$ cat src/rtl/programmable_delay_line.sv
// programmable_delay_line: WIDTH-bit word delayed by a runtime-selectable 0..MAX_DELAY enabled cycles
module programmable_delay_line #(
  parameter int WIDTH = 8,
  parameter int MAX_DELAY = 16,
  localparam int SW = $clog2(MAX_DELAY) + 1
) (
  input  logic             clk,
  input  logic             rst,
  input  logic             en,
  input  logic [SW-1:0]    delay_sel,
  input  logic [WIDTH-1:0] din,
  output logic [WIDTH-1:0] dout,
  output logic             dout_valid,
  output logic             sel_err
);
  localparam int AW = $clog2(MAX_DELAY);
  logic [WIDTH-1:0] mem [MAX_DELAY];
  logic [AW-1:0]    wr_ptr_q, wr_ptr_d, rd_addr;
  logic [SW-1:0]    act_d_q, act_d_d, clamp_sel, fill_q, fill_d, fill_inc;
  logic [WIDTH-1:0] dout_q, dout_d, rd_word;
  logic             valid_q, valid_d, err_q, err_d, flush, over;
  always_comb begin
    over      = delay_sel > SW'(MAX_DELAY);
    clamp_sel = over ? SW'(MAX_DELAY) : delay_sel;
    flush     = clamp_sel != act_d_q;
    act_d_d   = clamp_sel;
    err_d     = err_q | over;
    wr_ptr_d  = en ? wr_ptr_q + AW'(1) : wr_ptr_q;
    fill_inc  = (fill_q == SW'(MAX_DELAY)) ? fill_q : fill_q + SW'(1);
    fill_d    = flush ? SW'(en) : en ? fill_inc : fill_q;
    // Slot written D-1 enabled edges ago; D=1 forwards the word being written now
    rd_addr   = wr_ptr_q - AW'(act_d_q - SW'(1));
    rd_word   = (act_d_q == SW'(1)) ? din : mem[rd_addr];
    valid_d   = flush ? 1'b0 : en ? (fill_d >= act_d_q) : valid_q;
    dout_d    = (en && !flush && fill_d >= act_d_q && act_d_q != '0) ? rd_word : dout_q;
  end
  always_ff @(posedge clk)
    if (en) mem[wr_ptr_q] <= din;
  always_ff @(posedge clk or posedge rst)
    if (rst) begin
      wr_ptr_q <= '0;
      fill_q   <= '0;
      act_d_q  <= SW'(1);
      dout_q   <= '0;
      valid_q  <= 1'b0;
      err_q    <= 1'b0;
    end else begin
      wr_ptr_q <= wr_ptr_d;
      fill_q   <= fill_d;
      act_d_q  <= act_d_d;
      dout_q   <= dout_d;
      valid_q  <= valid_d;
      err_q    <= err_d;
    end
  assign dout       = (act_d_q == '0) ? din : dout_q;
  assign dout_valid = (act_d_q == '0) ? en : valid_q;
  assign sel_err    = err_q;
endmodule
$ cat config.mk
export PLATFORM = sky130hd
export DESIGN_NAME = programmable_delay_line
export DESIGN_NICKNAME = d
export VERILOG_FILES = /design/src/rtl/programmable_delay_line.sv
export SDC_FILE = /design/constraint.sdc
export NUM_CORES = 1
export LEC_CHECK = 0
export ABC_AREA = 0
export CORE_AREA = 2 2 90 157
export CTS_CLUSTER_DIAMETER = 60
export DETAILED_ROUTE_END_ITERATION = 6
export DIE_AREA = 0 0 92 159
export PLACE_DENSITY = 0.67
export SKIP_CTS_REPAIR_TIMING = 1
export SYNTH_ARGS = -nofsm -noshare
export SYNTH_HDL_FRONTEND = slang
export SYNTH_SLANG_ARGS = --single-unit
$ cat constraint.sdc
create_clock -name clk -period 3 [get_ports clk]
set_clock_uncertainty 0.15 [all_clocks]
set_input_delay 0.45 -clock clk [delete_from_list [all_inputs] [get_ports clk]]
set_output_delay 0.45 -clock clk [all_outputs]
set_load 0.005 [all_outputs]
Yosys cells after proc, flatten, opt, wreduce, memory -nomap -nowiden
Memory sizes are Yosys's and may differ from the RTL's. A register that Yosys moved wholly into a read port is not among the register bits.
Index checks and enable logic that the tools add are counted.
W data, S select, Z words.
{ "op_classes": {"bitwise": 1, "order_cmp": 2, "reduce_logical": 7, "add_sub_neg": 4, "n_mux": 10, "eq_ne": 2} }
{ "ops": {"columns": ["cell", "n"], "rows": [
  ["$mux W5", 4],
  ["$mux W8", 1],
  ["$add A5 B1 Y5 const B", 1],
  ["$eq A5 B5 Y1 const B", 1],
  ["$ge A5 B5 Y1", 1],
  ["$gt A5 B5 Y1 const B", 1],
  ["$logic_not A5 Y1", 1],
  ["$mux W1", 5],
  ["$ne A5 B5 Y1", 1],
  ["$reduce_bool A5 Y1", 1],
  ["$add A4 B1 Y4 const B", 1],
  ["$sub A4 B1 Y4 const B", 1],
  ["$sub A4 B4 Y4", 1],
  ["$logic_and A1 B1 Y1", 3],
  ["$reduce_bool A2 Y1", 1],
  ["$logic_not A1 Y1", 1],
  ["$or A1 B1 Y1", 1]
]} }
{ "word_totals": {"input_bits": 16, "output_inout_bits": 10, "register_bits": 16, "ramBits": 128, "word_cells": 32, "mem_count": 1} }
{ "mem_list": {"columns": ["name", "depth", "word_bits", "read_ports", "rd_clocked_by_memory_dff", "write_ports", "line", "rtl"], "rows": [
  ["mem", 16, 8, 1, 1, 1, "17", "logic [WIDTH-1:0] mem [MAX_DELAY];"]
]} }

Logic depth before layout (Yosys ltp)
{ "logic_depth": {"ltp_word": 7, "depth_mapped": 15, "mapped_depth_nobuf": 14} }

Worst setup path before layout
OpenSTA, ideal clock, no wires.
{ "synth_timing": {"path_type": "input to register", "start": "input port delay_sel[4]", "end": "register dout_q[0], read port of mem", "n_path_buf": 2, "path_slack_ps": -3, "required_ps": 2768, "cell_stages": 15, "arrival_time_ps": 2771, "setup_ps": 82, "path_cell_list": "buf_6 nor4b_2 a32oi_1 o2bb2ai_2 inv_1 a21oi_1 a21o_1 ha_1 nor2b_1 o21ai_0 a31oi_2 nor4b_4 buf_6 nor2_1 a31oi_1"} }
{ "synth_via": {"elab_chain_len": 7, "word_cells_on_any_way": 9, "cone_classes": "order compare: 2; eq/ne: 1; mux: 2; reduce/logical: 4"} }
{ "synth_rtl": {"columns": ["item", "line", "rtl"], "rows": [
  ["from (decl)", "10", "input logic [SW-1:0] delay_sel,"],
  ["$gt A5 B5 Y1", "23", "over = delay_sel > SW'(MAX_DELAY);"],
  ["$mux W5 *", "24", "clamp_sel = over ? SW'(MAX_DELAY) : delay_sel;"],
  ["$ne A5 B5 Y1 *", "25", "flush = clamp_sel != act_d_q;"],
  ["$mux W5 or $logic_not A1 Y1 (tied branches)", "30, 35", null],
  ["$ge A5 B5 Y1 or $logic_and A1 B1 Y1 (tied branches)", "35", "dout_d = (en && !flush && fill_d >= act_d_q && act_d_q != '0) ? rd_word : dout_q;"],
  ["$logic_and A1 B1 Y1 * (2 in series)", "35", null],
  ["to (decl)", "20", "logic [WIDTH-1:0] dout_q, dout_d, rd_word;"]
]} }
Every way passes the cells marked *; elsewhere a longest branch is shown, timed or not.
A chain may end at the register's enable or synchronous reset.

Worst setup path in the final report
{ "layout_timing": {"start": "register act_d_q[1]", "end": "output port dout[7]"} }
{ "layout_via": {"elab_chain_len": 2} }
{ "layout_rtl": {"columns": ["item", "line", "rtl"], "rows": [
  ["from (decl)", "19", "logic [SW-1:0] act_d_q, act_d_d, clamp_sel, fill_q, fill_d, fill_inc;"],
  ["from (signal assigned)", "50", "act_d_q <= act_d_d;"],
  ["$logic_not A5 Y1", "55", "assign dout = (act_d_q == '0) ? din : dout_q;"],
  ["$mux W8", "55", null],
  ["to (decl)", "12", "output logic [WIDTH-1:0] dout,"]
]} }
No other way between the ends.

==> Implementation_results.wiki <==
{| class="wikitable"
! Metric !! Value
|-
| Internal reg-to-reg setup slack || 0.12 ns
|-
| Total wirelength of the detailed-routed design || 14.0 mm
|-
| Std-Cell Core Area || 0.0133 mm2
|-
| Cell taking the most area after synthesis || sky130_fd_sc_hd__edfxtp_1
|-
| Count of final setup violators || 0
|-
| Distinct cells, synth || 45
|-
| Clock buffer depth || 2
|-
| Final weighted congestion in routability-driven placement || 0.776
|-
| Transition time at the pin with the least slew margin || 0.523 ns
|-
| Chip Width || 92 um
|-
| Number of synthesized register bits || 152
|-
| Clock network latency to the later pin of the worst-skew pair || 0.42 ns
|-
| Cell count after synthesis || 380
|-
| Final Slew Violations || 0
|-
| Quantity of I/O buffers inserted on ports || 25
|-
| Share of synthesized area occupied by flip-flops and latches || 0.675
|-
| Global-route usage over all layers || 0.208
|-
| Ranking of synthesized cells by area || sky130_fd_sc_hd__edfxtp_1 58%, sky130_fd_sc_hd__mux4_2 11%, sky130_fd_sc_hd__dfrtp_1 8.7%
|-
| Reg-to-reg critical path startpoint || act_d_q[0]
|-
| Finished Cell Area || 0.00802 mm2
|-
| Max-slew headroom at the worst pin || 0.651
|-
| Total I/O pin count || 26
|-
| Critical Path RT || 2.40 ns
|-
| Run status || finished, final reports clean
|-
| Critical path cell sequence || buf_4 > nor2_1 > and3_4 > mux2_2 > clkdlybuf4s50_1
|-
| Power density over the cells || 1000 mW/mm2
|-
| Utilization of the core after routing || 0.603
|-
| Maximum ir drop on the vdd rail || 745 uV
|-
| 1st-pass router iterations || 4
|-
| Type of element launching the critical path || register
|-
| Number of buffers created by CTS || 17
|-
| Routed vias || 3581
|-
| Number of global-route vias before repair || 3851
|-
| Number of enable-type register cells in the synthesized netlist || 128
|-
| Area post-placement || 0.00729 mm2
|-
| Post-route DRC violation count || 0
|-
| Sinks on Clock Net || 152
|-
| Clock slew seen by the registers of the worst setup and hold paths || 0.06 ns
|-
| Number of non-filler instances in the completed layout || 638
|-
| Hold Fails Final Rpt || 0
|-
| Final HPWL DP || 9.31 mm
|-
| TritonCTS clock tree || yes
|-
| Crit path time final || 2.88 ns
|-
| Total grt overflow || 0
|-
| TNS Setup || 0 ns
|-
| Share of Yosys cell area claimed by the top area cell type || 0.583
|-
| Capturing point of the worst reg2reg path || dout_q[3]
|-
| Syn Std Cell Area || 0.00659 mm2
|-
| Slowest cell delay on critical path || 0.45 ns
|-
| Pin count of the biggest net entering global routing || 33
|-
| Clock tree root driver cell || sky130_fd_sc_hd__clkbuf_16
|-
| Die Area || 0.0146 mm2
|-
| CP max stage cell || sky130_fd_sc_hd__clkdlybuf4s50_1
|-
| Crit-path leading delay family || buffers and inverters
|-
| Number of cells on the worst hold path || 1
|-
| Worst Reg-to-Reg Cells || 11
|-
| Post-Place Cells || 601
|-
| Max Cap Viol || 0
|-
| Initial antenna violation count || 0
|-
| Setup crit end kind || output pin
|-
| Share of synthesized registers carrying an async set or reset || 0.158
|-
| Area added between synthesis and finish || 21.8%
|-
| Signal arrival time at the worst endpoint || 2.28 ns
|-
| Worst Path Max Fanout || 10
|-
| Buffers & Inverters on Critical Path || 2
|-
| Dpl ws || -0.494 ns
|-
| Worst hold slack after final layout || 0.182 ns
|-
| Number of nets at the end of the flow || 483
|-
| Top flip-flop cell by instance count after synthesis || sky130_fd_sc_hd__edfxtp_1
|-
| Number of antenna repair diodes || 0
|-
| Die height || 159 um
|-
| Average footprint of a synthesized cell || 17.3 um2
|-
| Portion of the clock cycle consumed by the worst path in the final layout || 0.959
|-
| Layout cells sized above 1 || 0.334
|-
| Startpoint of the worst hold path || delay_sel[4]
|-
| Global-route wire length before repair || 21.8 mm
|-
| Violation count after the first detailed-routing iteration || 282
|-
| Path type of the worst setup path || register to output pin
|-
| Leakage power figure || 2.91 nW
|-
| Average vias per placed instance || 5.61
|-
| Yosys warning total || 0
|-
| H-tree depth reported by CTS || 4
|-
| Avg WL per Cell || 21.9 um
|-
| Peak clock frequency supported by timing || 348 MHz
|-
| Crit path setup slack, layout || 0.124 ns
|-
| WHS Endpoint || act_d_q[4]
|-
| DRT antenna net count || 0
|-
| Mapped Nets || 412
|-
| Std cell rows || 56
|-
| Initial core utilization || 0.495
|-
| Class of the tightest hold or removal check || primary input to register
|-
| Overall power after layout || 8.04 mW
|}
synth_stat cells (2+ instances only):
cell                       instances
sky130_fd_sc_hd__and3_1            3
sky130_fd_sc_hd__a31oi_1           8
sky130_fd_sc_hd__mux2_2           17
sky130_fd_sc_hd__nor2b_1           2
sky130_fd_sc_hd__buf_2             2
sky130_fd_sc_hd__nand4_1           3
sky130_fd_sc_hd__nand3_1           2
sky130_fd_sc_hd__o21ai_0           2
sky130_fd_sc_hd__mux2i_1          10
sky130_fd_sc_hd__mux4_2           32
sky130_fd_sc_hd__buf_1             2
sky130_fd_sc_hd__nor2_1           19
sky130_fd_sc_hd__and2b_2           3
sky130_fd_sc_hd__and2_1           12
sky130_fd_sc_hd__nor3_1            4
sky130_fd_sc_hd__buf_6             5
sky130_fd_sc_hd__inv_1            14
sky130_fd_sc_hd__clkbuf_1          7
sky130_fd_sc_hd__xor2_1            5
sky130_fd_sc_hd__and3_2            2
sky130_fd_sc_hd__a21oi_1           4
sky130_fd_sc_hd__nand2_1          24
sky130_fd_sc_hd__edfxtp_1        128
sky130_fd_sc_hd__o211ai_1          9
sky130_fd_sc_hd__ha_1             15
sky130_fd_sc_hd__dfrtp_1          23
sky130_fd_sc_hd__xnor2_1           4
sky130_fd_sc_hd__buf_4             2
layout by cell type (no fill, tap or decap), types with 4 or more instances in the layout:
cell / instances
sky130_fd_sc_hd__a31oi_1: 7
sky130_fd_sc_hd__and2_1: 12
sky130_fd_sc_hd__buf_12: 4
sky130_fd_sc_hd__buf_4: 40
sky130_fd_sc_hd__clkbuf_16: 18
sky130_fd_sc_hd__clkdlybuf4s50_1: 22
sky130_fd_sc_hd__dfrtp_1: 23
sky130_fd_sc_hd__edfxtp_1: 128
sky130_fd_sc_hd__ha_1: 14
sky130_fd_sc_hd__inv_1: 13
sky130_fd_sc_hd__inv_6: 7
sky130_fd_sc_hd__mux2_2: 17
sky130_fd_sc_hd__mux2i_1: 7
sky130_fd_sc_hd__mux4_2: 32
sky130_fd_sc_hd__nand2_1: 24
sky130_fd_sc_hd__nor2_1: 17
sky130_fd_sc_hd__o211ai_1: 9
sky130_fd_sc_hd__xor2_1: 5
power by group:
group / switching [mW] / internal (mW)
combinational: 1.57 / 1.71
sequential: 0.0883 / 2.53
clock: 0.897 / 1.24
worst max path at each step:
| stage | cells after the start | slack, ns | start | endpoint |
|---|---|---|---|---|
| after floorplan | 15 | 0.02 | delay_sel[4] | dout_q[0] |
| after global placement | 15 | -0.32 | delay_sel[4] | dout_q[5] |
| after detailed placement | 15 | -0.49 | delay_sel[4] | dout_q[3] |
| after CTS | 15 | -0.03 | delay_sel[4] | dout_q[3] |
| after global routing | 16 | -0.02 | act_d_q[0] | dout_q[3] |
| final | 5 | 0.12 | act_d_q[1] | dout[7] |
flip-flops by register name, summed over array words and instances (netlist names):
register / flops
mem: 128
wr_ptr_q: 4
fill_q: 5
valid_q: 1
sel_err: 1
act_d_q: 5
dout_q: 8
final cells by class:
type / count / area [um2]
sequential: 152 / 4450
clock inverter: 15 / 164
fill: 1013 / 5290
inverter: 14 / 52.6
timing repair buffer: 71 / 674
multi-input combinational: 195 / 2040
clock buffer: 17 / 425
tap: 174 / 218
worst reg2reg max path, stage by stage, from the launching register on:
cell and delay, ns:
sky130_fd_sc_hd__dfstp_2 0.53, sky130_fd_sc_hd__inv_1 0.05, sky130_fd_sc_hd__ha_2 0.16, sky130_fd_sc_hd__ha_1 0.19
sky130_fd_sc_hd__fa_2 0.35, sky130_fd_sc_hd__xnor2_2 0.19, sky130_fd_sc_hd__xnor2_2 0.13, sky130_fd_sc_hd__buf_4 0.16
sky130_fd_sc_hd__buf_4 0.14, sky130_fd_sc_hd__mux2_2 0.34, sky130_fd_sc_hd__o211ai_1 0.21, sky130_fd_sc_hd__a31oi_1 0.12
per-layer routing:
metal | vias to the layer above | track usage | part of all wire
li1 | 1621 | - | -
met1 | 1836 | 0.250 | 0.38
met2 | 103 | 0.357 | 0.54
met3 | 21 | 0.0464 | 0.045
met4 | 0 | 0.0929 | 0.032
met5 | - | 0 | 0
cell families (layout without fill, tap and decap cells):
group | count (synthesis) | after routing | synth area share
DFF | 152 | 152 | 0.675
xor gates and xnor gates | 11 | 11 | 0.0169
buffers and inverters | 33 | 117 | 0.0270
AOI/OAI and AO/OA | 30 | 30 | 0.0329
adders and majority gates | 16 | 16 | 0.0315
and+or+nand+nor | 79 | 79 | 0.0632
muxes | 59 | 59 | 0.154
No activity file was read; power rests on OpenSTA's default activity.
